<file path="src/rtl/runway_allocation_unit_if.sv">
// Request/grant bundle between the runway allocation unit and its environment.
// The master side issues requests and weather inputs; the slave side returns responses, grants and status.
interface runway_allocation_unit_if #(
  parameter int ID_W = 4
);
  logic            req_valid;
  logic            req_type;
  logic [ID_W-1:0] req_id;
  logic [1:0]      ECSU_state;
  logic            emergency_landing_alert;

  logic            req_accept;
  logic            req_reject;
  logic            grant_valid;
  logic            grant_type;
  logic [ID_W-1:0] grant_id;
  logic            runway_busy;
  logic [2:0]      landing_count;
  logic [2:0]      takeoff_count;
  logic [1:0]      ARTAU_state;

  modport master (
    output req_valid, req_type, req_id, ECSU_state, emergency_landing_alert,
    input  req_accept, req_reject, grant_valid, grant_type, grant_id,
           runway_busy, landing_count, takeoff_count, ARTAU_state
  );

  modport slave (
    input  req_valid, req_type, req_id, ECSU_state, emergency_landing_alert,
    output req_accept, req_reject, grant_valid, grant_type, grant_id,
           runway_busy, landing_count, takeoff_count, ARTAU_state
  );
endinterface

</file>
<file path="src/rtl/runway_allocation_unit.sv">
// Single-runway arbiter: queues landing/takeoff requests in two FIFOs and grants the runway
// for a fixed occupancy time, landings first, with takeoffs gated by the weather state.
module runway_allocation_unit #(
  parameter int QUEUE_DEPTH = 4,
  parameter int RUNWAY_TIME = 8,
  parameter int ID_W        = 4
) (
  input  logic                   CLK,
  input  logic                   RST,
  runway_allocation_unit_if.slave bus
);

  localparam int         TW      = (RUNWAY_TIME > 1) ? $clog2(RUNWAY_TIME) : 1;
  localparam logic [2:0] DEPTH_C = 3'(QUEUE_DEPTH);
  localparam logic [2:0] LAST_C  = 3'(QUEUE_DEPTH - 1);

  typedef enum logic [1:0] {
    IDLE    = 2'b00,
    LANDING = 2'b01,
    TAKEOFF = 2'b10
  } state_t;

  state_t          state, state_next;
  logic [TW-1:0]   timer, timer_next;

  logic [ID_W-1:0] land_mem [8];
  logic [ID_W-1:0] take_mem [8];
  logic [2:0]      land_wr, land_rd, land_cnt;
  logic [2:0]      take_wr, take_rd, take_cnt;

  logic            accept_q, reject_q, grant_valid_q, grant_type_q, busy_q;
  logic [ID_W-1:0] grant_id_q;

  logic            takeoff_barred, takeoff_flush;
  logic            push_land, push_take, pop_land, pop_take;
  logic            busy_next, grant_next;

  function automatic logic [2:0] ptr_inc(input logic [2:0] ptr);
    return (ptr == LAST_C) ? 3'd0 : ptr + 3'd1;
  endfunction

  assign takeoff_barred = bus.ECSU_state[1] | bus.emergency_landing_alert;
  assign takeoff_flush  = (bus.ECSU_state == 2'b11);

  // Fullness uses the pre-edge count, so a push never rides on a same-edge pop.
  assign push_land = bus.req_valid & ~bus.req_type & (land_cnt != DEPTH_C);
  assign push_take = bus.req_valid &  bus.req_type & (take_cnt != DEPTH_C) & ~takeoff_barred;

  always_ff @(posedge CLK) begin
    if (RST) begin
      state <= IDLE;
      timer <= '0;
    end else begin
      state <= state_next;
      timer <= timer_next;
    end
  end

  always_comb begin
    state_next = state;
    timer_next = timer;
    pop_land   = 1'b0;
    pop_take   = 1'b0;
    busy_next  = busy_q;
    grant_next = 1'b0;
    case (state)
      IDLE: begin
        if (land_cnt != 3'd0) begin
          pop_land   = 1'b1;
          grant_next = 1'b1;
          busy_next  = 1'b1;
          timer_next = TW'(RUNWAY_TIME - 1);
          state_next = LANDING;
        end else if (take_cnt != 3'd0 && !takeoff_barred) begin
          pop_take   = 1'b1;
          grant_next = 1'b1;
          busy_next  = 1'b1;
          timer_next = TW'(RUNWAY_TIME - 1);
          state_next = TAKEOFF;
        end
      end
      LANDING, TAKEOFF: begin
        if (timer == '0) begin
          state_next = IDLE;
          busy_next  = 1'b0;
        end else begin
          timer_next = timer - TW'(1);
        end
      end
      default: begin
        state_next = IDLE;
        busy_next  = 1'b0;
      end
    endcase
  end

  always_ff @(posedge CLK) begin
    if (RST) begin
      accept_q      <= 1'b0;
      reject_q      <= 1'b0;
      grant_valid_q <= 1'b0;
      grant_type_q  <= 1'b0;
      grant_id_q    <= '0;
      busy_q        <= 1'b0;
    end else begin
      accept_q      <= push_land | push_take;
      reject_q      <= bus.req_valid & ~(push_land | push_take);
      grant_valid_q <= grant_next;
      busy_q        <= busy_next;
      if (pop_land) begin
        grant_type_q <= 1'b0;
        grant_id_q   <= land_mem[land_rd];
      end else if (pop_take) begin
        grant_type_q <= 1'b1;
        grant_id_q   <= take_mem[take_rd];
      end
    end
  end

  always_ff @(posedge CLK) begin
    if (RST) begin
      land_wr  <= 3'd0;
      land_rd  <= 3'd0;
      land_cnt <= 3'd0;
    end else begin
      if (push_land) begin
        land_mem[land_wr] <= bus.req_id;
        land_wr           <= ptr_inc(land_wr);
      end
      if (pop_land)
        land_rd <= ptr_inc(land_rd);
      land_cnt <= land_cnt + {2'b00, push_land} - {2'b00, pop_land};
    end
  end

  // An emergency empties the takeoff queue on every edge it is present.
  always_ff @(posedge CLK) begin
    if (RST || takeoff_flush) begin
      take_wr  <= 3'd0;
      take_rd  <= 3'd0;
      take_cnt <= 3'd0;
    end else begin
      if (push_take) begin
        take_mem[take_wr] <= bus.req_id;
        take_wr           <= ptr_inc(take_wr);
      end
      if (pop_take)
        take_rd <= ptr_inc(take_rd);
      take_cnt <= take_cnt + {2'b00, push_take} - {2'b00, pop_take};
    end
  end

  assign bus.req_accept    = accept_q;
  assign bus.req_reject    = reject_q;
  assign bus.grant_valid   = grant_valid_q;
  assign bus.grant_type    = grant_type_q;
  assign bus.grant_id      = grant_id_q;
  assign bus.runway_busy   = busy_q;
  assign bus.landing_count = land_cnt;
  assign bus.takeoff_count = take_cnt;
  assign bus.ARTAU_state   = state;

endmodule

</file>
<file path="src/flat_wrapper.sv">
// flat-port wrapper written by rule: the top's interface ports become plain ports
module runway_allocation_unit_flat 
#(
  parameter int QUEUE_DEPTH = 4,
  parameter int RUNWAY_TIME = 8,
  parameter int ID_W        = 4
)
  (CLK, RST, bus_req_valid, bus_req_type, bus_req_id, bus_ECSU_state, bus_emergency_landing_alert, bus_req_accept, bus_req_reject, bus_grant_valid, bus_grant_type, bus_grant_id, bus_runway_busy, bus_landing_count, bus_takeoff_count, bus_ARTAU_state);
  runway_allocation_unit_if #(.ID_W(ID_W)) bus_i ();
  input  logic CLK;
  input  logic RST;
  input wire logic [$bits(bus_i.req_valid)-1:0] bus_req_valid;
  input wire logic [$bits(bus_i.req_type)-1:0] bus_req_type;
  input wire logic [$bits(bus_i.req_id)-1:0] bus_req_id;
  input wire logic [$bits(bus_i.ECSU_state)-1:0] bus_ECSU_state;
  input wire logic [$bits(bus_i.emergency_landing_alert)-1:0] bus_emergency_landing_alert;
  output wire logic [$bits(bus_i.req_accept)-1:0] bus_req_accept;
  output wire logic [$bits(bus_i.req_reject)-1:0] bus_req_reject;
  output wire logic [$bits(bus_i.grant_valid)-1:0] bus_grant_valid;
  output wire logic [$bits(bus_i.grant_type)-1:0] bus_grant_type;
  output wire logic [$bits(bus_i.grant_id)-1:0] bus_grant_id;
  output wire logic [$bits(bus_i.runway_busy)-1:0] bus_runway_busy;
  output wire logic [$bits(bus_i.landing_count)-1:0] bus_landing_count;
  output wire logic [$bits(bus_i.takeoff_count)-1:0] bus_takeoff_count;
  output wire logic [$bits(bus_i.ARTAU_state)-1:0] bus_ARTAU_state;
  assign bus_i.req_valid = bus_req_valid;
  assign bus_i.req_type = bus_req_type;
  assign bus_i.req_id = bus_req_id;
  assign bus_i.ECSU_state = bus_ECSU_state;
  assign bus_i.emergency_landing_alert = bus_emergency_landing_alert;
  assign bus_req_accept = bus_i.req_accept;
  assign bus_req_reject = bus_i.req_reject;
  assign bus_grant_valid = bus_i.grant_valid;
  assign bus_grant_type = bus_i.grant_type;
  assign bus_grant_id = bus_i.grant_id;
  assign bus_runway_busy = bus_i.runway_busy;
  assign bus_landing_count = bus_i.landing_count;
  assign bus_takeoff_count = bus_i.takeoff_count;
  assign bus_ARTAU_state = bus_i.ARTAU_state;
  runway_allocation_unit #(.QUEUE_DEPTH(QUEUE_DEPTH), .RUNWAY_TIME(RUNWAY_TIME), .ID_W(ID_W)) u_core (.CLK(CLK), .RST(RST), .bus(bus_i));
endmodule
</file>
<file path="config.mk">
export PLATFORM = sky130hd
export DESIGN_NAME = runway_allocation_unit_flat
export DESIGN_NICKNAME = d
export VERILOG_FILES = /design/src/rtl/runway_allocation_unit_if.sv /design/src/rtl/runway_allocation_unit.sv /design/src/flat_wrapper.sv
export SDC_FILE = /design/constraint.sdc
export NUM_CORES = 1
export LEC_CHECK = 0
export CELL_PAD_IN_SITES_DETAIL_PLACEMENT = 1
export CELL_PAD_IN_SITES_GLOBAL_PLACEMENT = 2
export CORE_UTILIZATION = 47
export CTS_BUF_LIST = sky130_fd_sc_hd__clkbuf_8
export CTS_CLUSTER_SIZE = 28
export DETAILED_ROUTE_END_ITERATION = 16
export HOLD_SLACK_MARGIN = 0.08
export PLACE_DENSITY = 0.87
export SYNTH_ARGS = -nofsm -noshare
export SYNTH_HDL_FRONTEND = slang
export SYNTH_SLANG_ARGS = --single-unit
</file>
<file path="constraint.sdc">
create_clock -name CLK -period 6.2 [get_ports CLK]
set_input_delay 1.55 -clock CLK [delete_from_list [all_inputs] [get_ports CLK]]
set_output_delay 1.55 -clock CLK [all_outputs]
set_load 0.005 [all_outputs]
</file>
Word-level counts from Yosys, hierarchy flattened
Memories as Yosys holds them, arrays and structs flattened. A register that Yosys moved wholly into a read port is not among the register bits. Index checks and enable logic that the tools add are counted.

Add/subtract/negate cells: 9. Multiply operators: 0. Div/mod/pow operators: 0. Order comparisons: 0. Equality and inequality tests: 12. Shift operators: 0. Muxes and demuxes: 34. Bitwise operators: 12. Reductions and logical operators: 14.

Operators with widths (count): $mux 3 (11); $mux 1 (15); $add 3x1->3 const B (4); $eq 3x2->1 const B (4); $mux 4 (2); $add 3x1->3 (2); $and 1x1->1 (6); $mux 2 (3); $ne 3x3->1 const B (2); $pmux 3 s2 (1); $reduce_bool 3->1 (2); $reduce_or 2->1 (3); $sub 3x1->3 (2); $eq 2x2->1 const B (2); $not 1->1 (4); $pmux 2 s2 (1); $reduce_bool 2->1 (2); $logic_not 3->1 (1); $ne 3x1->1 const B (1); $reduce_and 3->1 (1); $sub 3x1->3 const B (1); $eq 2x1->1 const B (1); $logic_not 2->1 (1); $ne 2x1->1 const B (1); 7 further kinds (8).

Register bits: 32. Latch bits: 0. Memory bits (writable): 64. Bits in read-only memories: 0. Bits of input ports: 11. Output and inout bits: 17. Word-level logic and storage cells: 97. Memories kept: 2.

Memory list: u_core.land_mem (depth 8, bits a word 4, read ports 1, clocked after memory_dff 1, wr ports 1, line runway_allocation_unit.sv:26) `logic [ID_W-1:0] land_mem [8];`; u_core.take_mem (depth 8, bits a word 4, read ports 1, clocked after memory_dff 1, wr ports 1, line runway_allocation_unit.sv:27) `logic [ID_W-1:0] take_mem [8];`.

Longest topological paths before layout
Depth after elaboration: 8. Gate-level depth with buffers: 12. Mapped depth without buffers: 11.

Worst setup path after synthesis
Ideal clock, no wire load.

Path kind: input-to-reg. From: input port bus_req_valid. To: register u_core.take_cnt[2], in the netlist u_core.bus.takeoff_count[2]. Setup time: 128 ps. Data arrival time: 3077 ps. Required time: 6072 ps. Slack: 2995 ps. Cell stages on the path: 8. Path buffers: 0. Path through: nand2_1 -> a2111oi_4 -> ha_1 -> inv_1 -> fa_1 -> xor2_1 -> xnor2_1 -> nor2_1.

Cells in the longest elaborated chain, start to end: 5.

Ends and longest elaborated chain: from (decl) (line flat_wrapper.sv:12) `input wire logic [$bits(bus_i.req_valid)-1:0] bus_req_valid;`; $and 1x1->1 (3 in a row) (line runway_allocation_unit.sv:47) `assign push_take = bus.req_valid & bus.req_type & (take_cnt != DEPTH_C) & ~takeoff_barred;`; named net u_core.push_take (line runway_allocation_unit.sv:35) `logic push_land, push_take, pop_land, pop_take;`; $add 3x1->3 (line runway_allocation_unit.sv:149) `take_cnt <= take_cnt + {2'b00, push_take} - {2'b00, pop_take};`; $sub 3x1->3 (line runway_allocation_unit.sv:149); to (signal assigned) (line runway_allocation_unit.sv:149); to (decl) (line runway_allocation_unit.sv:29) `logic [2:0] take_wr, take_rd, take_cnt;`.

The timed path passes the listed nets, and every way through them passes these cells. A chain may end at the register's enable or synchronous reset.

Worst setup path in the final report
From: input port bus_ECSU_state[1]. To: register u_core.take_cnt[2], in the netlist u_core.bus.takeoff_count[2].

Cells in the longest elaborated chain, start to end: 7. Elaborated cells between the ends (all ways): 12. Those cells by class: 2 x add/sub; 1 x eq/ne; 3 x mux; 3 x bitwise; 3 x reduce/logical.

Ends and longest elaborated chain: from (decl) (line flat_wrapper.sv:15) `input wire logic [$bits(bus_i.ECSU_state)-1:0] bus_ECSU_state;`; parallel branches: the longest is 7 deep, another holds $add 3x1->3.

Several ways; the timed one is not identified.

==> results by group <==
Outcome
  • Run status: complete, no violations

Floorplan
  • Starting density of the core: between 40% and 50%
  • Cell row count: 34
  • Total Die Area: about 9500 µm²
  • Die height: ~97 µm
  • Top-level port count: 28
  • Die X-Extent: slightly below 100 µm
  • Core region area: around 8800 µm²

Final layout
  • Area growth, synth to finish: 12.6%
  • Total number of nets in the final design: 349
  • # diodes: 0
  • Share of the core filled with cells: between 50% and 60%
  • Leading cell type in the layout, fill and taps excluded: sky130_fd_sc_hd__edfxtp_1
  • Leading cell types in the layout, fill and taps excluded: sky130_fd_sc_hd__edfxtp_1 (64), sky130_fd_sc_hd__dfxtp_1 (38), sky130_fd_sc_hd__clkdlybuf4s50_1 (27)
  • Fraction of layout cells with a size suffix above 1: around 13%

Timing
  • Number of max-slew violations in the final report: 0
  • Minimum clock period after layout: about 3.7 ns
  • Final worst clock skew: between 0.009 and 0.01 ns
  • Final Hold Vio Count: 0
  • Portion of the clock cycle consumed by the worst path in the final layout: 60.1%
  • Setup repair after global routing missed its margin: no
  • Slew of the pin with the lowest slew margin: 0.884 ns
  • Final setup viols: 0
  • WHS: roughly 0.48 ns
  • Max Freq: around 270 MHz
  • Rel. slew slack: between 40% and 50%
  • Final TNS setup: 0 ns

Yosys
  • Post-Synthesis Cells: about 300
  • Total nets after synthesis: ~320
  • Cell type with the largest total area after synthesis: sky130_fd_sc_hd__edfxtp_1
  • Largest cells by area after synthesis: sky130_fd_sc_hd__edfxtp_1 (45%), sky130_fd_sc_hd__dfxtp_1 (18%), sky130_fd_sc_hd__mux4_2 (6.3%)
  • Synth cell types: between 40 and 50
  • Post-synthesis sequential area ratio: between 60% and 70%
  • Yosys top cell area share: 44.9%
  • Count of warnings emitted by yosys: 0
  • Post-synthesis average cell area: around 14 µm²
  • Post-synthesis cell area: between 4000 and 5000 µm²
  • Number of flip-flops and latches in the synthesized netlist: 102

Critical path
  • Path type of the worst setup path: primary input to register
  • Sort of element at the start of the critical path: primary input
  • Chain of cells forming the critical path: clkdlybuf4s50_1, nor4b_4, xor2_1, ha_1, inv_1, fa_1, xor2_1, xnor2_1, nor2_1
  • Reg-to-Reg Start: u_core.bus.ARTAU_state[0]$_SDFFE_PP0P_
  • Reg2reg path depth: 11
  • Reg2reg end: u_core.bus.takeoff_count[2]$_SDFF_PP0_
  • Capturing element type of the critical path: register
  • Worst-path maximum fanout: 11
  • Req. time, crit path: ~6.5 ns
  • Data arrival time of the critical path: a little under 4 ns
  • Worst reg-to-reg setup slack: 3.07 ns
  • Source of the critical timing path: bus_ECSU_state[1]
  • Cell with the most instances on the worst path: sky130_fd_sc_hd__xor2_1
  • Critical Path Max Stage Delay: roughly 0.7 ns
  • CP endpoint: u_core.bus.takeoff_count[2]$_SDFF_PP0_
  • Standard cell with the maximum stage delay on the critical path: sky130_fd_sc_hd__nor4b_4

Placed design
  • RD Place Congestion: around 0.77
  • Count of buffers inserted at the top-level ports: 27
  • Final HPWL DP: between 5000 and 6000 µm

CTS
  • Latest clock arrival within the worst-skew pair: ~0.37 ns
  • Clock Tree Root: sky130_fd_sc_hd__clkbuf_8
  • Maximum number of buffers from clock root to sink: 2
  • Clock-pin slew on the worst setup and hold paths: around 0.10 ns
  • Setup bufs post-CTS: 0
  • H-tree depth: 3
  • Number of buffers created by CTS: 9
  • Total number of clock tree sinks: between 100 and 150
  • # resized after CTS: 0
  • Hold buffers post-CTS: 0
  • TritonCTS clock tree: built

Detailed routing
  • First-pass iteration count of the detailed router: 4
  • Final wirelength: just under 8000 µm
  • Wire per inst: roughly 18 µm
  • First-iteration detailed-routing DRC count: 89
  • Remaining design rule violation count: 0
  • Ratio of routed vias to standard cells: approximately 5.5
  • Routed via count: about 2400
  • Post-DRT Antenna Nets: 0

Global route
  • Vias in the first global route: between 2000 and 3000
  • Global-route wire length before repair: 13100 µm
  • Antenna violations before repair: 0
  • Largest net degree at the start of global routing: 28
  • Overall track demand over capacity in global routing: a little under a fifth
  • GR Overflow Total: 0

Flow run
  • Max-cap violations: 0

Hold path
  • Class of the tightest hold or removal check: register to register

Power and ir drop
  • Static power due to leakage: roughly 1.6 nW
  • Net Sw Frac: between 20% and 30%
  • Internal power: roughly 1.2 mW
  • Part of the total power dissipated in sequential elements: between 40% and 50%
  • Maximum ir drop on the vdd rail: between 100 and 150 µV
  • Clock power share: between 20% and 30%
  • Share of power burned in combinational logic: a little under a quarter
  • Power Dens Cells: about 340 nW/µm²
  • Net switching power: 0.473 mW
==> cells in the mapped netlist, drive strengths merged <==
library cell,number
fa,2
a211oi,6
nor4b,1
a221o,4
a31oi,4
or3,1
nor3,8
xor2,2
and2,1
a2111oi,1
xnor2,3
buf,7
a21oi,20
nor2b,5
nand3,5
nand2b,13
mux2i,23
dfxtp,38
a311oi,2
clkbuf,4
nand3b,3
nor4,2
and3,1
o31ai,1
nand2,9
ha,11
and4,1
mux4,12
or4b,1
nor2,21
edfxtp,64
a21o,3
inv,18
==> final cells by class <==
| type | instances | area, µm² |
|---|---|---|
| inverters | 18 | 67.6 |
| well taps | 108 | 135 |
| flip-flops and latches | 102 | 2680 |
| clock buffers | 10 | 138 |
| multi-input cells | 166 | 1440 |
| clock inverters | 6 | 76.3 |
| repair buffers | 28 | 278 |
| fillers | 829 | 3940 |
==> worst min path at each step <==
| stage | start | to | slack (ns) | cells past startpoint |
|---|---|---|---|---|
| detailed placement | u_core.land_rd[2]$_SDFFE_PP0P_ | register | 0.47 | 2 |
| global placement | u_core.land_rd[2]$_SDFFE_PP0P_ | u_core.land_rd[2]$_SDFFE_PP0P_ | 0.45 | 2 |
| floorplan | u_core.land_rd[2]$_SDFFE_PP0P_ | register | 0.43 | 2 |
| global route | u_core.land_rd[2]$_SDFFE_PP0P_ | register | 0.52 | 2 |
| finish | u_core.land_rd[2]$_SDFFE_PP0P_ | register | 0.48 | 2 |
| CTS | u_core.land_rd[2]$_SDFFE_PP0P_ | u_core.land_rd[2]$_SDFFE_PP0P_ | 0.49 | 2 |
==> cells by family after synthesis <==
family	Yosys count	synth area share [%]
compound gates	41	7.48
xor+xnor	5	1.02
fa+ha+maj	13	4.15
buf+inv	29	3.65
flops	102	62.7
mux	35	11.7
simple gates	72	9.35
==> worst max-delay path, delay by kind of cell <==
| kind | cells | cell delay, ns |
|---|---|---|
| XOR/XNOR | 3 | 0.52 |
| adder cells (fa/ha/maj) | 2 | 0.53 |
| buffers and inverters | 2 | 0.60 |
| AND/OR/NAND/NOR | 2 | 0.77 |
==> power by group through the flow <==
stage          Clock, mW  Sequential [mW]  Combinational [mW]
6_report           0.438            0.823               0.390
5_1_grt            0.474            0.832               0.435
4_1_cts            0.451            0.825               0.399
3_5_place_dp           0            0.841               0.396
3_3_place_gp           0            0.839               0.378
2_1_floorplan          0            0.832               0.252
==> per-stage QoR <==
stage | setup slack (ns) | instances | cell area, µm² | power, mW
floorplan | 2.99 | 297 | 4280 | 1.08
global placement | 2.11 | 422 | 4610 | 1.22
detailed placement | 2.07 | 422 | 4610 | 1.24
CTS | 2.45 | 438 | 4820 | 1.68
global route | 2.31 | 438 | 4820 | 1.74
finish | 2.47 | 438 | 4820 | 1.65
==> layer usage <==
layer | global-route usage (%) | part of all wire, % | up-vias
met5 | 0 | 0 | -
met3 | 4.03 | 2.6 | 12
li1 | - | - | 1165
met2 | 33.8 | 55 | 23
met1 | 20.7 | 41 | 1191
met4 | 7.24 | 1.9 | 0
==> state kept, by name (all words and copies together) (netlist names), named ones only <==
| name | flops |
|---|---|
| u_core.land_mem | 32 |
| u_core.bus.grant_valid | 1 |
| u_core.timer | 3 |
| u_core.land_rd | 3 |
| u_core.take_rd | 3 |
| u_core.land_wr | 3 |
| u_core.bus.takeoff_count | 3 |
| u_core.bus.req_accept | 1 |
| u_core.take_mem | 32 |
| u_core.bus.req_reject | 1 |
| u_core.bus.grant_id | 4 |
| u_core.bus.grant_type | 1 |
| u_core.bus.landing_count | 3 |
| u_core.bus.runway_busy | 1 |
| u_core.take_wr | 3 |
| u_core.bus.ARTAU_state | 2 |
(Power assumes the default switching activity.)
